`config.mk`:
```
export PLATFORM = sky130hd
export DESIGN_NAME = fixed_32_div_flat
export DESIGN_NICKNAME = d
export VERILOG_FILES = /design/src/rtl/fixed_32_div_if.sv /design/src/rtl/fixed_32_div.sv /design/src/flat_wrapper.sv
export SDC_FILE = /design/constraint.sdc
export NUM_CORES = 1
export LEC_CHECK = 0
export CORE_MARGIN = 4
export CORE_UTILIZATION = 53
export CTS_CLUSTER_DIAMETER = 60
export DETAILED_ROUTE_END_ITERATION = 10
export PLACE_DENSITY = 0.78
export SLEW_MARGIN = 0
export SYNTH_ARGS = -nofsm -noshare
export SYNTH_HDL_FRONTEND = slang
export SYNTH_SLANG_ARGS = --single-unit
```
`constraint.sdc`:
```
create_clock -name clk -period 5.5 [get_ports clk]
set_input_delay 0.55 -clock clk [delete_from_list [all_inputs] [get_ports clk]]
set_output_delay 0.55 -clock clk [all_outputs]
set_load 0.005 [all_outputs]
```
`src/rtl/fixed_32_div_if.sv`:
```
// Handshake and data bundle for the sequential Q24.8 divider.
// The master side supplies operands and accepts results; the slave side is the divider.
interface fixed_32_div_if;
    logic        in_valid;
    logic        in_ready;
    logic [31:0] a_in;
    logic [31:0] b_in;
    logic        out_valid;
    logic        out_ready;
    logic [31:0] q_out;
    logic        overflow;
    logic        underflow_q;
    logic        div_by_zero;

    modport master (
        output in_valid, a_in, b_in, out_ready,
        input  in_ready, out_valid, q_out, overflow, underflow_q, div_by_zero
    );

    modport slave (
        input  in_valid, a_in, b_in, out_ready,
        output in_ready, out_valid, q_out, overflow, underflow_q, div_by_zero
    );
endinterface

```
`src/rtl/fixed_32_div.sv`:
```
// Sequential signed Q24.8 restoring divider: q = (a << FRACT_BITS) / b, one quotient bit per cycle.
// Define FIXED_DIV_SATURATE_EN to clamp q_out on overflow/underflow instead of wrapping.
module fixed_32_div #(
    parameter int FRACT_BITS = 8
) (
    input  logic           clk,
    input  logic           rst,
    fixed_32_div_if.slave  bus
);

    localparam int ITER  = 32 + FRACT_BITS;
    localparam int CNT_W = $clog2(ITER + 1);
    localparam logic [CNT_W-1:0] LAST_ITER = CNT_W'(ITER - 1);
    localparam logic [ITER-1:0]  POS_MAX   = ITER'(32'h7FFF_FFFF);
    localparam logic [ITER-1:0]  NEG_MAX   = ITER'(32'h8000_0000);

    typedef enum logic [1:0] {
        IDLE,
        CALC,
        FIX,
        DONE
    } state_t;

    state_t            state_q, state_d;
    logic              sign_q, sign_d;
    logic [31:0]       b_mag_q, b_mag_d;
    logic [ITER-1:0]   num_q, num_d;
    logic [31:0]       rem_q, rem_d;
    logic [ITER-1:0]   quo_q, quo_d;
    logic [CNT_W-1:0]  cnt_q, cnt_d;
    logic [31:0]       result_q, result_d;
    logic              ovf_q, ovf_d;
    logic              unf_q, unf_d;
    logic              dbz_q, dbz_d;

    logic [31:0]       a_mag;
    logic [31:0]       b_mag;
    logic [32:0]       rem_shift;
    logic              rem_ge;
    logic              fix_neg;
    logic              fix_ovf;
    logic              fix_unf;
    logic [31:0]       fix_low;

    // Magnitudes are unsigned, so the most negative operand maps cleanly to 2^31.
    assign a_mag = bus.a_in[31] ? (32'd0 - bus.a_in) : bus.a_in;
    assign b_mag = bus.b_in[31] ? (32'd0 - bus.b_in) : bus.b_in;

    // The remainder stays below |b| <= 2^31, so only the shifted trial value needs a 33rd bit.
    assign rem_shift = {rem_q, num_q[ITER-1]};
    assign rem_ge    = (rem_shift >= {1'b0, b_mag_q});

    assign fix_neg = sign_q && (quo_q != '0);
    assign fix_ovf = !fix_neg && (quo_q > POS_MAX);
    assign fix_unf = fix_neg && (quo_q > NEG_MAX);
    assign fix_low = fix_neg ? (32'd0 - quo_q[31:0]) : quo_q[31:0];

    // NOTE: sequential state uses non-blocking assignments so every register samples pre-edge values.
    always_ff @(posedge clk or posedge rst) begin
        if (rst) begin
            state_q  <= IDLE;
            sign_q   <= 1'b0;
            b_mag_q  <= '0;
            num_q    <= '0;
            rem_q    <= '0;
            quo_q    <= '0;
            cnt_q    <= '0;
            result_q <= '0;
            ovf_q    <= 1'b0;
            unf_q    <= 1'b0;
            dbz_q    <= 1'b0;
        end else begin
            state_q  <= state_d;
            sign_q   <= sign_d;
            b_mag_q  <= b_mag_d;
            num_q    <= num_d;
            rem_q    <= rem_d;
            quo_q    <= quo_d;
            cnt_q    <= cnt_d;
            result_q <= result_d;
            ovf_q    <= ovf_d;
            unf_q    <= unf_d;
            dbz_q    <= dbz_d;
        end
    end

    always_comb begin
        // NOTE: every next-state value defaults to its register so no branch can infer a latch.
        state_d  = state_q;
        sign_d   = sign_q;
        b_mag_d  = b_mag_q;
        num_d    = num_q;
        rem_d    = rem_q;
        quo_d    = quo_q;
        cnt_d    = cnt_q;
        result_d = result_q;
        ovf_d    = ovf_q;
        unf_d    = unf_q;
        dbz_d    = dbz_q;

        unique case (state_q)
            IDLE: begin
                if (bus.in_valid) begin
                    sign_d  = bus.a_in[31] ^ bus.b_in[31];
                    b_mag_d = b_mag;
                    num_d   = {a_mag, {FRACT_BITS{1'b0}}};
                    rem_d   = '0;
                    quo_d   = '0;
                    cnt_d   = '0;
                    ovf_d   = 1'b0;
                    unf_d   = 1'b0;
                    if (bus.b_in == 32'd0) begin
                        dbz_d    = 1'b1;
                        result_d = bus.a_in[31] ? 32'h8000_0000 : 32'h7FFF_FFFF;
                        state_d  = DONE;
                    end else begin
                        dbz_d   = 1'b0;
                        state_d = CALC;
                    end
                end
            end

            CALC: begin
                num_d = num_q << 1;
                rem_d = rem_ge ? (rem_shift[31:0] - b_mag_q) : rem_shift[31:0];
                quo_d = {quo_q[ITER-2:0], rem_ge};
                cnt_d = cnt_q + CNT_W'(1);
                if (cnt_q == LAST_ITER) begin
                    state_d = FIX;
                end
            end

            FIX: begin
                ovf_d = fix_ovf;
                unf_d = fix_unf;
`ifdef FIXED_DIV_SATURATE_EN
                if (fix_ovf) begin
                    result_d = 32'h7FFF_FFFF;
                end else if (fix_unf) begin
                    result_d = 32'h8000_0000;
                end else begin
                    result_d = fix_low;
                end
`else
                result_d = fix_low;
`endif
                state_d = DONE;
            end

            DONE: begin
                if (bus.out_ready) begin
                    state_d = IDLE;
                end
            end

            default: state_d = IDLE;
        endcase
    end

    assign bus.in_ready    = (state_q == IDLE);
    assign bus.out_valid   = (state_q == DONE);
    assign bus.q_out       = result_q;
    assign bus.overflow    = ovf_q;
    assign bus.underflow_q = unf_q;
    assign bus.div_by_zero = dbz_q;

endmodule

```
`src/flat_wrapper.sv`:
```
// flat-port wrapper written by rule: the top's interface ports become plain ports
module fixed_32_div_flat 
#(
    parameter int FRACT_BITS = 8
)
  (clk, rst, bus_in_valid, bus_a_in, bus_b_in, bus_out_ready, bus_in_ready, bus_out_valid, bus_q_out, bus_overflow, bus_underflow_q, bus_div_by_zero);
  fixed_32_div_if bus_i ();
  input  logic clk;
  input  logic rst;
  input wire logic [$bits(bus_i.in_valid)-1:0] bus_in_valid;
  input wire logic [$bits(bus_i.a_in)-1:0] bus_a_in;
  input wire logic [$bits(bus_i.b_in)-1:0] bus_b_in;
  input wire logic [$bits(bus_i.out_ready)-1:0] bus_out_ready;
  output wire logic [$bits(bus_i.in_ready)-1:0] bus_in_ready;
  output wire logic [$bits(bus_i.out_valid)-1:0] bus_out_valid;
  output wire logic [$bits(bus_i.q_out)-1:0] bus_q_out;
  output wire logic [$bits(bus_i.overflow)-1:0] bus_overflow;
  output wire logic [$bits(bus_i.underflow_q)-1:0] bus_underflow_q;
  output wire logic [$bits(bus_i.div_by_zero)-1:0] bus_div_by_zero;
  assign bus_i.in_valid = bus_in_valid;
  assign bus_i.a_in = bus_a_in;
  assign bus_i.b_in = bus_b_in;
  assign bus_i.out_ready = bus_out_ready;
  assign bus_in_ready = bus_i.in_ready;
  assign bus_out_valid = bus_i.out_valid;
  assign bus_q_out = bus_i.q_out;
  assign bus_overflow = bus_i.overflow;
  assign bus_underflow_q = bus_i.underflow_q;
  assign bus_div_by_zero = bus_i.div_by_zero;
  fixed_32_div #(.FRACT_BITS(FRACT_BITS)) u_core (.clk(clk), .rst(rst), .bus(bus_i));
endmodule
```
## Word-level counts from Yosys, hierarchy flattened

Index checks and enable logic that the tools add are counted.

- Bits of input ports: 68
- Logic and storage cells: 67
- Register bits: 188

- Equal/unequal tests: 8
- Magnitude comparators: 3
- Add/sub/neg operators: 5
- Bitwise gates (word level): 1
- Mux-type cells: 25
- Reduce and logical (&&, ||, !) cells: 14

Operators with widths:

| operator | number |
|---|---|
| 32-bit two-way mux | 8 |
| 40-bit case mux with 2 select lines | 2 |
| 32-bit case mux with 2 select lines | 2 |
| 1-bit by 32-bit subtractor with 32-bit output (first input constant) | 3 |
| 40-bit two-way mux | 2 |
| 40-bit by 31-bit > comparator with 1-bit output (second input constant) | 1 |
| 40-bit by 32-bit > comparator with 1-bit output (second input constant) | 1 |
| 40-bit nonzero test | 1 |
| 33-bit by 32-bit greater-or-equal comparator with 1-bit output | 1 |
| 32-bit logical NOT | 1 |
| 32-bit subtractor | 1 |
| 6-bit case mux with 2 select lines | 1 |
| 2-bit two-way mux | 4 |
| 2-bit case mux with 4 select lines | 1 |
| 6-bit by 1-bit adder with 6-bit output (second input constant) | 1 |
| 6-bit equality test (second input constant) | 1 |
| 6-bit two-way mux | 1 |
| 2-bit AND reduction | 3 |
| 3-bit AND reduction | 2 |
| 2-bit equality test (second input constant) | 2 |
| 2-bit by 1-bit != test with 1-bit output (second input constant) | 2 |
| 2-bit != test (second input constant) | 2 |
| 1-bit case mux with 2 select lines | 2 |
| 2-bit nonzero test | 2 |
| 6 further kinds | 9 |

## Longest topological paths before layout

Gate-level depths: netlist of the first run.

- Depth in word-level cells: 5
- Mapped depth: 13

## Worst setup path before layout of the first run

OpenSTA, ideal clock, no wires.

- Path kind: input to register
- Start point: in bus_b_in[14]
- End point: reg u_core.result_q[31] (netlist: u_core.bus.q_out[31])
- Arrival time: 3,130 ps
- Buffers on the path: 2
- Path slack: 2,238 ps
- Setup time: 132 ps
- Cell stages on the path: 10
- Cell sequence: or4_4 -> or4_1 -> or2_1 -> or4_1 -> buf_2 -> nor4_4 -> a21o_1 -> and2_1 -> buf_2 -> a221oi_2

- Longest elaborated chain between the ends: 3

RTL lines:

| item | RTL line | source |
|---|---|---|
| from (decl) | flat_wrapper.sv:12 | `input wire logic [$bits(bus_i.b_in)-1:0] bus_b_in;` |
| 32-bit logical NOT | fixed_32_div.sv:112 | `if (bus.b_in == 32'd0) begin` |
| 2-bit by 1-bit != test with 1-bit output (no source line) | - |  |
| 3-bit AND reduction (no source line) | - |  |
| to (signal assigned) | fixed_32_div.sv:80 | `result_q <= result_d;` |
| to (decl) | fixed_32_div.sv:31 | `logic [31:0] result_q, result_d;` |

No other way between the ends.
A chain may end at the register's enable or synchronous reset.

## Worst setup path after layout of the first run

- Start point: in bus_b_in[14]
- End point: reg u_core.result_q[14] (netlist: u_core.bus.q_out[14])

The elaborated chain is that of the path after synthesis.

==> flow_results.org, run 1 <==
** CTS
- For this design, the CTS-stage hold fixing added 0 buffers.
- Number of clock sinks :: 180
- TritonCTS created 17 clock buffers.
- TritonCTS built the clock tree.
- Maximum buffer depth of the clock tree :: 2
- In this run the post-CTS setup repair buffer count came out at 0.
- Clk Latency, worst-skew pair :: 0.44 ns
- In this run, post-CTS repair resized a total of 0 instances.
- The tree is rooted in a clkbuf_16.
- In this run the number of H-tree levels came out at 4.
- After clock tree synthesis, the clock-pin slew on the worst setup and hold paths is 0.07 ns.

** STA
- Setup slack closes at 1.715 ns.
- For the pin with the worst max-slew slack, the measured transition is 1.231 ns.
- Highest attainable clock frequency :: 0.2642 GHz
- TNS Setup :: 0 ns
- Setup repair after global routing left no endpoint under its margin.
- Clock skew after layout :: 0.009405 ns
- Count of final setup violators :: 0
- After layout, the worst path uses 68.82% of the clock period.
- The final max-slew violation count was 0.
- The final count of hold timing violations is 0.
- Max-Slew Margin vs Limit :: 17.74%
- Final critical-path required period :: 3.785 ns

** Synth
- Post-synthesis cell type with the largest combined area :: dfrtp_1
- In this run the biggest area consumer among cell types represents 41.00% of the synthesized area.
- Proportion of register bits with asynchronous set or reset after synthesis :: 100.0%
- After technology mapping, the gate count stands at 1223.
- Nets in the synthesized netlist :: 1332
- Ranking of synthesized cells by instance count :: 180 x dfrtp_1, 161 x o21ai_0, 137 x nand2_1, 101 x xor2_1, 70 x a21oi_1
- Total number of yosys warnings :: 0
- By instance count, the leading cell after synthesis is dfrtp_1.
- Number of synthesized flops with an enable pin :: 0
- Synth Register Bits :: 180
- The number of different library cells used by synthesis comes to 60.
- The most used flip-flop cell after synthesis is dfrtp_1.
- After synthesis the cells add up to 0.01099 mm².
- A synthesized cell averages 8.983 µm².
- Portion of the post-synthesis area used by sequential elements :: 41.00%
- Main area contributors after synthesis :: dfrtp_1 41%, xor2_1 8.1%, o21ai_0 7.3%

** Power
- Cell area power density :: 616.8 mW/mm²
- VDD IR-drop max :: 0.0003317 V
- The design draws 7.893 mW.
- Static Leak :: 5.765 nW

** Route
- Wires add up to 25240 µm.
- In the detailed route, the total length drawn on met3 is 1305 µm.
- First-pass iteration count of the detailed router :: 5
- DRC viols :: 0
- After detailed routing, the wire length on met1 is 11660 µm.
- Count of nets left with antenna violations after detail routing :: 0
- Total via count in the routed design :: 9275
- After detailed routing, the average wire length per cell comes to 16.08 µm.
- The first routing iteration left 584 violations.
- DR WL met2 :: 11930 µm
- The highest metal layer carrying signal wires in the routed design is met4.
- Using the TritonRoute via totals, the vias-per-cell ratio works out to 5.908.

** Global routing
- Entering global routing, the biggest net connects 88 pins.
- After global routing the overflow that remains totals 0.
- The via count of the first global-routing pass was 8570.
- The number of antenna violations at the first check in global routing was 0.
- Total global routing track utilization :: 21.53%
- First-pass GRT wire length :: 42300 µm

** Place
- Post-detailed-placement cell area :: 0.01222 mm²
- At the placement stage, the worst setup path has a slack of 1.268 ns.
- Count of input and output buffers :: 104
- Half-perimeter wire length after detailed placement :: 17510 µm
- The congestion estimate from routability-driven global placement came to 0.8582.
- Including well taps, the total number of placed cells is 1538.

** Job
- Across the run, the number of max-cap violations was 0.

** Cells and area
- From synthesis to final layout, the design area changed by 16.48%.
- Diodes inserted :: 0
- After the last flow step, the layout net total stands at 1396.
- Multi-input logic area :: 0.006037 mm²
- Register area :: 0.004504 mm²
- Layout cell share with drive strength beyond 1 :: 5.462%
- Fillcell total :: 1759
- Fin area :: 0.01280 mm²
- Leaving out filler cells and counting taps, the final layout contains 1570.

** Worst setup path
- Slack of the worst reg-to-reg path :: 1.81 ns
- For this run, the slowest stage of the critical path takes 0.62 ns.
- Among all stages on the critical path, the largest delay is contributed by or4_1.
- The number of cells on the worst reg-to-reg path is 10.
- Most frequent cell on the critical path :: or4_1
- Type of origin of the critical path :: input port
- Reg-to-reg endpoint :: u_core.rem_q[28]$_DFFE_PP0P_
- Worst Path Max Fanout :: 49
- The signal on the critical path passes through clkdlybuf4s50_1 > or4_4 > or4_1 > or2_1 > or4_1 > nor4_4 > a21oi_4 > a211oi_1 > a21o_1.
- Critical R2R Launch :: u_core.rem_q[4]$_DFFE_PP0P_
- The critical path in this run is classified as in -> reg.
- STA classifies the critical path endpoint as a flop.
- CP required :: 5.88 ns
- Data arrival at the endpoint of the critical path :: 4.16 ns

** Floorplanning
- The die covers 0.02310 mm².
- The floorplan step defined a core boundary enclosing 0.02030 mm².
- Overall die height :: 152.0 µm
- Number of cell rows :: 52
- Initial cell density of the core :: 54.12%
- In this run the horizontal extent of the chip is 152.0 µm.
- I/O pin count :: 105

** Worst hold path
- The worst hold path terminates at u_core.bus.q_out[30]$_DFFE_PP0P_.
- The startpoint identified for the worst hold timing path is u_core.bus.q_out[30]$_DFFE_PP0P_.
- Class of the worst hold path :: reg -> reg
- Number of stages on the worst hold path :: 1

** Outcome
- The flow ran to the end, and the final reports show no timing, DRC or antenna violations.
## area by class of cell
class                           instances  area share (%)
Inverter                               52           1.564
Multi-Input combinational cell        920           47.17
Tap cell                              270           2.640
Clock buffer                           18           3.432
Timing Repair Buffer                  116           8.936
Clock inverter                         14           1.056
Sequential cell                       180           35.20
## metrics by stage
step,utilization [%],hold WS (ns)
after detailed placement,60.21,0.4642
after floorplan,-,0.4434
after CTS,63.04,0.4820
final,63.04,0.4759
after global placement,60.21,0.4573
after global routing,63.04,0.4972
## logic make-up after synthesis
group / share of synthesized area, %
fa+ha+maj: 4.738
xor+xnor: 9.566
flops: 41.00
mux: 1.458
simple gates: 13.28
compound gates: 25.57
buf+inv: 4.396
## metal layers
layer / track usage, % / vias up
li1: - / 4558
met1: 30.69 / 4404
met2: 34.89 / 286
met3: 3.299 / 27
met4: 5.137 / 0
met5: 0 / -
## sequential cells by signal (all words and copies together), names as in the netlist
name and flops:
u_core.state_q 2, u_core.sign_q 1, u_core.bus.underflow_q 1, u_core.bus.div_by_zero 1, u_core.bus.q_out 32, u_core.b_mag_q 32
u_core.num_q 32, u_core.rem_q 32, u_core.bus.overflow 1, u_core.cnt_q 6, u_core.quo_q 40
## power by group
| part | switching [mW] | internal [mW] |
|---|---|---|
| combinational | 2.68 | 1.86 |
| clock | 0.572 | 0.613 |
| sequential | 0.347 | 1.82 |
## worst max-delay path, delay by kind of cell
kind	cells	cell delay, ns
buf+inv	1	0.46
simple gates	5	2.42
compound gates	3	0.71
## cells in the final DEF, fill, tap and decap left out, types with 26 or more instances in the layout
cell type / n
o21ai_0: 160
nor2_1: 60
nand2_1: 136
ha_1: 39
inv_1: 51
a22o_1: 42
dfrtp_1: 180
o31ai_1: 26
clkdlybuf4s50_1: 104
a21o_1: 39
xor2_1: 101
a21oi_1: 69
## how the worst max path moves through the flow
stage | startpoint | to | slack (ns) | cells after the start
after floorplan | rst | u_core.b_mag_q[0]$_DFFE_PP0P_ | 0.06 | 1
after global routing | bus_b_in[8] | u_core.bus.q_out[14]$_DFFE_PP0P_ | 1.53 | 8
after CTS | bus_b_in[14] | u_core.bus.q_out[14]$_DFFE_PP0P_ | 1.72 | 9
final | bus_b_in[14] | u_core.bus.q_out[14]$_DFFE_PP0P_ | 1.71 | 9
after detailed placement | bus_b_in[8] | u_core.bus.q_out[14]$_DFFE_PP0P_ | 1.27 | 8
after global placement | bus_b_in[14] | u_core.bus.q_out[13]$_DFFE_PP0P_ | 1.34 | 8
(Power assumes the default switching activity.)
==> run 2: changes to the inputs <==
CORE_UTILIZATION = 58   (was 53)
PLACE_DENSITY = 0.81   (was 0.78)
clock period = 3.8 ns   (was 5.5 ns; I/O delays follow)
==> flow_results.org, run 2 (synthesized netlist as in run 1, its figures left out) <==
** Place
- Count of input and output buffers :: 104 (unchanged)
- Count of placed standard cells including taps :: 1518 (-1.3%)
- Half-perimeter wire length after detailed placement :: 18720 µm (+6.9%)
- The worst setup timing slack at the placement stage came to -0.2429 ns (-1.511 ns).
- The weighted congestion at the end of routability-driven global placement was 0.8966 (+4.5%).

** Route
- Total via count in the routed design :: 9527 (+2.7%)
- The DRC violation count after routing came to 0 (unchanged).
- Vias per Instance :: 6.146 (+4.0%)
- The number of DRC markers in iteration 0 was 771 (+32%).
- First-pass iteration count of the detailed router :: 7 (+2)
- The total wirelength of the detailed-routed design was 26450 µm (+4.8%).
- Post-detailed-route wirelength per cell :: 17.06 µm (+6.1%)
- The remaining antenna violation count came to 0 (unchanged).

** Floorplanning
- Area enclosed by the die boundary :: 0.02121 mm² (-8.2%)
- The core area is 0.01864 mm² (-8.2%).
- The starting utilization of the core area is 58.93% (+4.8 points).
- The row count came to 50 (-3.8%).
- I/O pin count :: 105 (unchanged)
- The width of the die is 145.6 µm (-4.2%).
- Overall die height :: 145.6 µm (-4.2%)

** STA
- Max-Slew Margin vs Limit :: 16.86% (-0.88 points)
- The final max-slew violation count is 0 (unchanged).
- Final critical-path required period :: 3.608 ns
- Worst hold margin :: 0.4748 ns (-0.001151 ns)
- Clock skew after layout :: 0.008861 ns (-0.0005433 ns)
- Final period utilization :: 94.95%
- The minimum setup slack in the final design was 0.1918 ns (-1.523 ns).
- The transition time of the tightest slew-check pin was 1.244 ns (+0.01320 ns).
- Setup repair after global routing left no endpoint under its margin.
- Count of final setup violators :: 0 (unchanged)
- Number of hold violations in the final report :: 0 (unchanged)
- Highest attainable clock frequency :: 0.2771 GHz
- The final total negative setup slack is 0 ns (unchanged).

** Worst hold path
- The tightest min-delay check is of the reg -> reg type.
- The startpoint identified for the worst hold timing path is u_core.bus.q_out[16]$_DFFE_PP0P_.

** Power
- VDD IR-drop max :: 0.0004904 V (+48%)
- Cell area power density :: 904.8 mW/mm² (+47%)
- Static Leak :: 5.842 nW (+1.3%)
- The total design power came to 11.67 mW (+48%).

** Global routing
- The number of antenna violations at the first check in global routing was 0 (unchanged).
- The via count of the first global-routing pass is 9168 (+7.0%).
- Largest net degree at the start of global routing :: 60 (-32%)
- The combined global-route utilization of all metal layers is 24.98% (+3.5 points).
- The global-route wire length before repair was 44620 µm (+5.5%).
- The residual overflow from global routing is 0 (unchanged).

** Worst setup path
- Worst setup path startpoint :: bus_b_in[14]
- The largest individual stage delay along the critical path comes from the cell or4_1.
- Counting stages on the worst path, the most repeated cell is or4_1.
- Category of the most critical setup path :: in -> reg
- The arrival time of data at the critical path endpoint was 3.98 ns (-0.18 ns).
- Critical R2R Launch :: u_core.rem_q[15]$_DFFE_PP0P_
- The critical path's largest stage delay came to 0.61 ns (about the same).
- Ordered list of cells on the worst path :: clkdlybuf4s50_1 > or4_4 > or4_1 > or2_1 > or4_1 > nor4_4 > a21oi_4 > nor2_2 > a22o_1
- Type of origin of the critical path :: input port
- Worst Path Max Fanout :: 49 (unchanged)
- Kind of capture point of the worst setup path :: flop
- The required time of the critical path was 4.18 ns (-1.70 ns).

** Cells and area
- The library cell used most frequently in the layout, excluding fill and tap cells, is dfrtp_1.
- Diodes inserted :: 0 (unchanged)
- The register with the most flip-flops in the final layout is u_core.quo_q.
- The post-route non-filler standard cell count came to 1550 (-1.3%).
- Net total in the final layout :: 1412 (+1.1%)
- Largest register FFs :: 40 (unchanged)
- Layout cell share with drive strength beyond 1 :: 6.687% (+1.2 points)
- Leading cell types in the layout, fill and taps excluded :: 180 x dfrtp_1, 160 x o21ai_0, 135 x nand2_1, 104 x clkdlybuf4s50_1, 101 x xor2_1
- Area growth, synth to finish :: 17.42%

** Job
- Max capacitance violation total :: 0 (unchanged)

** CTS
- TritonCTS built the clock tree.
- Number of buffers added for setup after CTS :: 0 (unchanged)
- The number of H-tree levels is 4 (unchanged).
- The total of hold buffers inserted after clock tree synthesis is 0 (unchanged).
- Clock root buffer master :: clkbuf_16
- Register clock-pin slew on the reported worst setup and hold paths :: 0.07 ns (about the same)
- The later-pin clock latency in the skew report is 0.44 ns (about the same).
- The total CTS buffers came to 17 (unchanged).
- The post-cts resize count is 0 (unchanged).
- The count of clock tree sinks was 180 (unchanged).
- Maximum buffer depth of the clock tree :: 2 (unchanged)

** Outcome
- Run status :: complete, no violations
[run 2: cell types whose count changed in the layout (fill, tap and decap cells not counted), sizes merged]
cell,before,now
buf,12,28
clkinv,5,8
clkinvlp,1,3
bufinv,0,1
inv,60,54
[run 2: critical path, delay by kind of cell]
kind	cells	cell delay (ns)
AOI/OAI and AO/OA	2	0.46
and+or+nand+nor	6	2.66
buffers and inverters	1	0.45
[run 2: final timing paths]
path                       slack [ns]  cells after the start                                to
max in group asynchronous        2.47                      3       u_core.quo_q[6]$_DFFE_PP0P_
setup / recovery                 0.19                      9  u_core.bus.q_out[29]$_DFFE_PP0P_
hold reg to reg                  0.47                      1  u_core.bus.q_out[16]$_DFFE_PP0P_
min in group asynchronous        0.48                      2       u_core.cnt_q[3]$_DFFE_PP0P_
hold / removal                   0.47                      1  u_core.bus.q_out[16]$_DFFE_PP0P_
setup reg to reg                 0.39                     10      u_core.rem_q[15]$_DFFE_PP0P_
[run 2: area by class of cell]
| type | count | area (µm²) |
|---|---|---|
| Multi-Input combinational cell | 920 | 6047 |
| Tap cell | 234 | 292.8 |
| Sequential cell | 180 | 4504 |
| Inverter | 52 | 198.9 |
| Clock buffer | 18 | 429.2 |
| Timing Repair Buffer | 132 | 1276 |
| Fill cell | 1492 | 5742 |
| Clock inverter | 14 | 152.6 |
[run 2: metal layers]
metal	vias to the layer above	share of wire (%)	wire length (µm)	track usage, %
met4	0	2.2	571	6.933
met2	298	48	12750	41.41
met3	47	5.2	1381	4.298
met5	-	0	0	0
met1	4601	44	11750	34.18
li1	4581	-	-	-
[run 2: power by group]
part / internal (mW) / leakage, nW / switching, mW / total (mW)
sequential: 2.64 / 2.30 / 0.518 / 3.16
clock: 0.923 / 0.277 / 0.808 / 1.73
combinational: 2.76 / 3.26 / 4.02 / 6.78
total: 6.33 / 5.84 / 5.35 / 11.7
[run 2: stage by stage]
stage,cell area [µm²],util [%]
after floorplan,10990,-
after global placement,12310,66.03
after detailed placement,12310,66.03
after CTS,12890,69.15
after global routing,12900,69.20
final,12900,69.20
